==> src/rtl/mc_pkg.sv <==
// mc_pkg: FSM states and op encodings shared by the multicycle front end and controller
package mc_pkg;
  typedef enum logic [1:0] {IDLE, FETCH, LOAD, STORE} state_t;
  typedef enum logic [1:0] {OP_NONE, OP_FETCH, OP_LOAD, OP_STORE} op_t;
  function automatic op_t start_op(input logic f, input logic l, input logic s);
    return f ? OP_FETCH : l ? OP_LOAD : s ? OP_STORE : OP_NONE;
  endfunction
  function automatic state_t op_state(input op_t op);
    return op == OP_FETCH ? FETCH : op == OP_LOAD ? LOAD : op == OP_STORE ? STORE : IDLE;
  endfunction
endpackage

==> src/rtl/mc_wait_timer.sv <==
// mc_wait_timer: wait-state counter; expired flags the edge that would reach TIMEOUT_CYCLES
module mc_wait_timer #(
  parameter int TIMEOUT_CYCLES = 16
) (
  input  logic clk,
  input  logic reset,
  input  logic clear,
  input  logic inc,
  output logic expired
);
  localparam int W = $clog2(TIMEOUT_CYCLES + 2);
  localparam logic [W-1:0] LAST = W'(TIMEOUT_CYCLES > 0 ? TIMEOUT_CYCLES - 1 : 0);
  logic [W-1:0] count;
  always_ff @(posedge clk or negedge reset) begin
    if (!reset) count <= '0;
    else if (clear) count <= '0;
    else if (inc) count <= count + 1'b1;
  end
  assign expired = (TIMEOUT_CYCLES > 0) && inc && (count == LAST);
endmodule

==> src/rtl/mc_fetch_mem_unit.sv <==
// mc_fetch_mem_unit: PC/IR/MDR owner driving one shared req/ready memory port with timeout
module mc_fetch_mem_unit
  import mc_pkg::*;
#(
  parameter int ADDR_W = 32,
  parameter int DATA_W = 32,
  parameter logic [ADDR_W-1:0] PC_RESET = '0,
  parameter int TIMEOUT_CYCLES = 16
) (
  input  logic              clk,
  input  logic              reset,
  input  logic              fetch_start,
  input  logic              load_start,
  input  logic              store_start,
  input  logic [ADDR_W-1:0] alu_out,
  input  logic [DATA_W-1:0] store_data,
  input  logic              pc_write,
  input  logic              pc_write_cond,
  input  logic              branch_out,
  input  logic [ADDR_W-1:0] pc_next,
  output logic              mem_req,
  output logic              mem_we,
  output logic [ADDR_W-1:0] mem_addr,
  output logic [DATA_W-1:0] mem_wdata,
  input  logic              mem_ready,
  input  logic [DATA_W-1:0] mem_rdata,
  output logic [ADDR_W-1:0] pc,
  output logic [DATA_W-1:0] instr,
  output logic [DATA_W-1:0] mdr,
  output logic              busy,
  output logic              done,
  output logic              err
);
  state_t state, state_d;
  op_t op;
  logic accept, complete, abort, expired;
  assign op = start_op(fetch_start, load_start, store_start);
  assign busy = state != IDLE;
  assign accept = (state == IDLE) && (op != OP_NONE);
  always_comb begin
    state_d = state;
    complete = 1'b0;
    abort = 1'b0;
    if (state == IDLE) state_d = op_state(op);
    else if (mem_ready) begin
      complete = 1'b1;
      state_d = IDLE;
    end else if (expired) begin
      abort = 1'b1;
      state_d = IDLE;
    end
  end
  mc_wait_timer #(.TIMEOUT_CYCLES(TIMEOUT_CYCLES)) u_timer (
    .clk(clk),
    .reset(reset),
    .clear(accept),
    .inc(busy && !mem_ready),
    .expired(expired)
  );
  always_ff @(posedge clk or negedge reset) begin
    if (!reset) state <= IDLE;
    else state <= state_d;
  end
  // PC writes are decoupled from the FSM so branches can resolve during a fetch
  always_ff @(posedge clk or negedge reset) begin
    if (!reset) pc <= PC_RESET;
    else if (pc_write || (pc_write_cond && branch_out)) pc <= pc_next;
  end
  always_ff @(posedge clk or negedge reset) begin
    if (!reset) begin
      mem_req <= 1'b0;
      mem_we <= 1'b0;
      mem_addr <= '0;
      mem_wdata <= '0;
      done <= 1'b0;
      err <= 1'b0;
    end else begin
      done <= complete;
      err <= abort;
      if (accept) begin
        mem_req <= 1'b1;
        mem_we <= op == OP_STORE;
        mem_addr <= op == OP_FETCH ? pc : alu_out;
        if (op == OP_STORE) mem_wdata <= store_data;
      end else if (complete || abort) begin
        mem_req <= 1'b0;
        mem_we <= 1'b0;
      end
    end
  end
  always_ff @(posedge clk or negedge reset) begin
    if (!reset) begin
      instr <= '0;
      mdr <= '0;
    end else if (complete) begin
      if (state == FETCH) instr <= mem_rdata;
      if (state == LOAD) mdr <= mem_rdata;
    end
  end
endmodule

==> config.mk <==
export PLATFORM = sky130hd
export DESIGN_NAME = mc_fetch_mem_unit
export DESIGN_NICKNAME = d
export VERILOG_FILES = /design/src/rtl/mc_pkg.sv /design/src/rtl/mc_wait_timer.sv /design/src/rtl/mc_fetch_mem_unit.sv
export SDC_FILE = /design/constraint.sdc
export NUM_CORES = 1
export LEC_CHECK = 0
export ABC_AREA = 1
export CORE_AREA = 2 2 126 128
export CTS_BUF_LIST = sky130_fd_sc_hd__clkbuf_8
export CTS_CLUSTER_SIZE = 25
export DETAILED_ROUTE_END_ITERATION = 16
export DIE_AREA = 0 0 128 130
export PLACE_DENSITY = 0.86
export RECOVER_POWER = 100
export SLEW_MARGIN = 20
export SYNTH_ARGS = -nofsm -noshare
export SYNTH_HDL_FRONTEND = slang
export SYNTH_SLANG_ARGS = --single-unit
==> constraint.sdc <==
create_clock -name clk -period 2.54 [get_ports clk]
set_input_delay 0.508 -clock clk [delete_from_list [all_inputs] [get_ports clk]]
set_output_delay 0.508 -clock clk [all_outputs]
set_load 0.1 [all_outputs]
=== Word level (Yosys, flattened, before mapping) ===
Cells that the tools add are included.

* Bits in registers: 171
* Word-level logic and storage cells: 54
* Input bits: 137

* Muxes and demuxes: 20
* $add $sub $neg: 1
* Reductions and logical operators: 16
* Equality and inequality tests: 6

{| class="wikitable"
|+ Operators with widths
! operator !! count
|-
| $mux 32 || 1
|-
| $mux 2 || 9
|-
| $mux 5 || 2
|-
| $mux 1 || 8
|-
| $reduce_bool 2->1 || 4
|-
| $eq 2x2->1 const B || 3
|-
| $reduce_and 2->1 || 3
|-
| $add 5x1->5 const B || 1
|-
| $eq 5x4->1 const B || 1
|-
| $eq 2x1->1 const B || 2
|-
| $logic_and 1x1->1 || 4
|-
| $reduce_bool 3->1 || 1
|-
| $logic_not 2->1 || 1
|-
| $logic_or 1x1->1 || 2
|-
| $logic_not 1->1 || 1
|}

=== Longest topological paths before layout ===
* Word-level depth: 9
* Gate-level depth with buffers: 8
* Gate-level depth less buffers: 6

=== Modules after synthesis ===
Synthesis repeated with hierarchy kept, for this count alone.

* Cells, all modules: 763
* Area total of the unflattened synthesis: 6977.9 um^2

{| class="wikitable"
|+ Modules (own cells, without submodules)
! module !! cells each !! instances !! seq. area each (um^2) !! area an instance (um^2)
|-
| mc_fetch_mem_unit || 730 || 1 || 4154.0 || 6702.7
|-
| mc_wait_timer || 33 || 1 || 125.1 || 275.3
|}

=== Least setup slack after synthesis ===
No wires, ideal clock.

* Path kind: register to register
* Start point: register state[1]
* End point: register mem_req
* Setup time: 123 ps
* Stages on the path, launching flop included: 7
* Data arrival time: 1647 ps
* Path buffers: 1
* Period minus slack after synthesis: 1770 ps
* Path slack: 770 ps
* Data required time: 2417 ps
* Cells stage by stage: dfrtp_1 > nor2_4 > buf_6 > inv_1 > o21ai_0 > nand3_1 > nand2_1

* Word-level cells in the longest chain between the ends: 8
* Elaborated cells between the ends (all ways): 12
* Those cells by class: mux: 5; reduce/logical: 7

{| class="wikitable"
|+ Ends and longest elaborated chain
! item !! line !! RTL
|-
| from (decl) || mc_fetch_mem_unit.sv:34 || <nowiki>state_t state, state_d;</nowiki>
|-
| from (signal assigned) || mc_fetch_mem_unit.sv:62 || <nowiki>else state <= state_d;</nowiki>
|-
| $reduce_bool 2->1 || mc_fetch_mem_unit.sv:38 || <nowiki>assign busy = state != IDLE;</nowiki>
|-
| named net busy || mc_fetch_mem_unit.sv:30 || <nowiki>output logic busy,</nowiki>
|-
| $logic_and 1x1->1 || mc_fetch_mem_unit.sv:57 || <nowiki>.inc(busy && !mem_ready),</nowiki>
|-
| $logic_and 1x1->1 || mc_wait_timer.sv:19 || <nowiki>assign expired = (TIMEOUT_CYCLES > 0) && inc && (count == LAST);</nowiki>
|-
| $mux 1 || mc_fetch_mem_unit.sv:48 || <nowiki>end else if (expired) begin</nowiki>
|-
| $mux 1 || mc_fetch_mem_unit.sv:45 || <nowiki>else if (mem_ready) begin</nowiki>
|-
| $mux 1 || mc_fetch_mem_unit.sv:44 || <nowiki>if (state == IDLE) state_d = op_state(op);</nowiki>
|-
| $logic_or 1x1->1 || mc_fetch_mem_unit.sv:85 || <nowiki>end else if (complete || abort) begin</nowiki>
|-
| $reduce_bool 2->1 (no source line) || -- ||
|-
| to (signal assigned) || mc_fetch_mem_unit.sv:71 || <nowiki>mem_req <= 1'b0;</nowiki>
|-
| to (signal assigned) || mc_fetch_mem_unit.sv:81 || <nowiki>mem_req <= 1'b1;</nowiki>
|-
| to (signal assigned) || mc_fetch_mem_unit.sv:86 || <nowiki>mem_req <= 1'b0;</nowiki>
|-
| to (decl) || mc_fetch_mem_unit.sv:21 || <nowiki>output logic mem_req,</nowiki>
|}

The timed path passes the listed nets, and every way through them passes these cells.
A chain may end at the register's enable or synchronous reset.

=== Worst setup path in the final report ===
* Start point: register instr[12]
* End point: output port instr[12]

{| class="wikitable"
|+ RTL lines
! item !! line !! RTL
|-
| from (decl) || mc_fetch_mem_unit.sv:28 || <nowiki>output logic [DATA_W-1:0] instr,</nowiki>
|-
| from (signal assigned) || mc_fetch_mem_unit.sv:96 || <nowiki>if (state == FETCH) instr <= mem_rdata;</nowiki>
|}

No word-level cell between the ends.

==> impl_metrics.json <==
{
  "timing.fmax_ghz": 0.451,
  "seqCellArea_sq_um": 4280,
  "grt_max_degree": 65,
  "critPathTopFamily": "buffers and inverters",
  "overflow": 0,
  "drt.antenna.violating_nets": 0,
  "die_h_microns": 130,
  "synth.cell_area_sq_um": 7060,
  "synth_cell_types": 22,
  "clock_path_buffers": 2,
  "syn_inst": 791,
  "synth.top_cell.area_share_pct": 60.6,
  "crit_fanout": 2,
  "start_util_pct": 45.7,
  "r2r_start": "state[1]$_DFFE_PN0P_",
  "dpl.hpwl_microns": 14200,
  "cp.depth": 1,
  "r2r-end": "u_timer.count[0]$_DFFE_PN0P_",
  "cts_tree": "built",
  "layout.nets": 1223,
  "layout_common_cells": "318 x nand2_1, 171 x dfrtp_1, 133 x clkdlybuf4s50_1",
  "crit_start": "instr[12]$_DFFE_PN0P_",
  "htree_num_levels": 4,
  "timing.setup.tns_ns": 0,
  "hold_viol": 0,
  "dr_total_vias": 6365,
  "die_w_microns": 128,
  "io_pins": 302,
  "worst-path-buf-inv": 1,
  "vias_per_cell": 4.94,
  "end_kind": "output port",
  "clk_pin_slew_ns": 0.09,
  "numCtsBuffers": 17,
  "synth_nets": 930,
  "cts.sinks": 171,
  "netlist_top_cells_area": "dfrtp_1 61%, nand2_1 17%, o21ai_1 4.5%, o21ai_0 4.1%, inv_1 3.6%",
  "die-area_sq_um": 16600,
  "core_area_sq_um": 15400,
  "slew_headroom_pct": 8.39,
  "rows": 46,
  "gp_congestion": 0.848,
  "ys_warn_count": 0,
  "yosysTopAreaCell": "dfrtp_1",
  "syn2layout_area_growth_pct": 37.8,
  "ff2ff_setup_slack_ns": 0.35,
  "avgSynthCellArea_sq_um": 8.92,
  "path_cells": "buf_1",
  "fillers": 1353,
  "yosysSeqAreaShare_pct": 60.6,
  "routed_wirelength_microns": 19400,
  "layout_commonest_cell": "nand2_1",
  "critPathRequiredTime_ns": 2.03,
  "ctsRootBufferMaster": "clkbuf_8",
  "reg2reg_depth": 6,
  "fin_skew_ns": 0.0201,
  "hold_path.class": "flip-flop to flip-flop",
  "start_kind": "flip-flop",
  "antenna_found_initial": 0,
  "whs_ns": 0.476,
  "rsz0062_at_grt": "no",
  "drv_slew": 0,
  "multi_input_area_sq_um": 2230,
  "antenna_cells": 0,
  "drive_above_1_share_pct": 15.9,
  "drc": 0,
  "grt_util_all_layers_pct": 22.9,
  "synth.ff_latch_count": 171,
  "maxCapViolCount": 0,
  "drt_first_pass_iters": 5,
  "max_stage_delay_ns": 0.88,
  "grt_pass1_vias": 5923,
  "slowest_stage": "buf_1",
  "setup_violations": 0,
  "grt_first_pass_wirelength_microns": 29800,
  "crit_arrival_ns": 1.71,
  "period_minus_slack_ns": 2.22,
  "worstSetupPathType": "flip-flop to output port",
  "wl_per_cell_microns": 15.0,
  "cts_resized": 0,
  "worstMarginPinSlew_ns": 1.37,
  "outcome": "complete, no violations",
  "fin_crit_sh_pct": 87.2,
  "clock_latency_ns": 0.47,
  "crit_path_end": "instr[12]",
  "numPortBuffers": 301,
  "drt-initial-drc-count": 391
}
==> worst min-delay path by stage <==
stage / start / to / slack, ns / depth (start not counted)
floorplan: reset / done$_DFF_PN0_ / 0.21 / 0
global placement: mem_wdata[5]$_DFFE_PN0P_ / mem_wdata[5]$_DFFE_PN0P_ / 0.45 / 2
detailed placement: mem_wdata[18]$_DFFE_PN0P_ / mem_wdata[18]$_DFFE_PN0P_ / 0.46 / 2
CTS: mem_wdata[13]$_DFFE_PN0P_ / mem_wdata[13]$_DFFE_PN0P_ / 0.48 / 2
global route: mem_wdata[2]$_DFFE_PN0P_ / mem_wdata[2]$_DFFE_PN0P_ / 0.49 / 2
finish: mem_wdata[18]$_DFFE_PN0P_ / mem_wdata[18]$_DFFE_PN0P_ / 0.48 / 2
==> stage by stage <==
step           util (%)  cell area [sq um]  instances  worst slack (ns)
3_5_place_dp       63.8               9850       1256             0.442
2_1_floorplan         -               7060        791             0.770
4_1_cts            66.7              10300       1289             0.372
6_report           63.1               9730       1289             0.324
5_1_grt            63.1               9730       1289             0.171
3_3_place_gp       63.8               9850       1256             0.507
==> registers in the layout, summed over array words and instances (netlist names) <==
signal,count
done,1
mdr,32
u_timer.count,5
err,1
mem_we,1
instr,32
state,2
pc,32
mem_req,1
mem_wdata,32
mem_addr,32
==> logic make-up (layout without fill, tap and decap cells) <==
| group | count (synthesis) | in the layout | synth area share, % |
|---|---|---|---|
| and+or+nand+nor | 378 | 378 | 22.6 |
| DFF | 171 | 171 | 60.6 |
| AOI/OAI and AO/OA | 123 | 123 | 8.72 |
| buffers and inverters | 116 | 422 | 7.57 |
| adders and majority gates | 2 | 2 | 0.355 |
| xor gates and xnor gates | 1 | 1 | 0.124 |
==> repair_timing <==
action                                 4_1_cts  5_1_grt
buffers inserted                             0        0
endpoints found under the hold margin       47        0
hold buffers                                 1        0
==> cell usage after synthesis <==
cell type  instances
nand2_1          316
dfrtp_1          171
inv_1             68
o21ai_1           64
o21ai_0           58
nand4_1           32
buf_2             28
nand3_1           13
buf_6              6
clkbuf_1           6
buf_4              5
nor2_1             5
inv_2              3
nand3_4            3
nor2_4             3
ha_1               2
nand2_2            2
or2_1              2
a21oi_1            1
and3_1             1
nor2_2             1
xor2_1             1
==> worst register-to-register path, cell delays in order (launching register included) <==
cell,delay [ns]
dfrtp_1,0.45
nor2_4,0.33
clkbuf_1,0.89
nor2_4,0.10
inv_2,0.15
or2_1,0.11
nand2_1,0.05
==> layout make-up <==
class                           count  area share (%)
Sequential cell                   171            44.0
Inverter                           71            2.74
Clock inverter                     14            1.87
Clock buffer                       18            2.55
Tap cell                          192            2.47
Timing Repair Buffer              319            23.4
Multi-Input combinational cell    504            22.9
==> metal layers <==
layer  up-vias  track usage, %  share of wire (%)
met1      2961            27.8                 40
met3        30            8.20                9.2
met5         -               0                  0
met4         0            7.43                2.1
li1       3083               -                  -
met2       291            38.6                 48
Power is left out: the tool's default activity adds up to more than one toggle a clock period on the data nets, which glitch-free logic cannot reach.
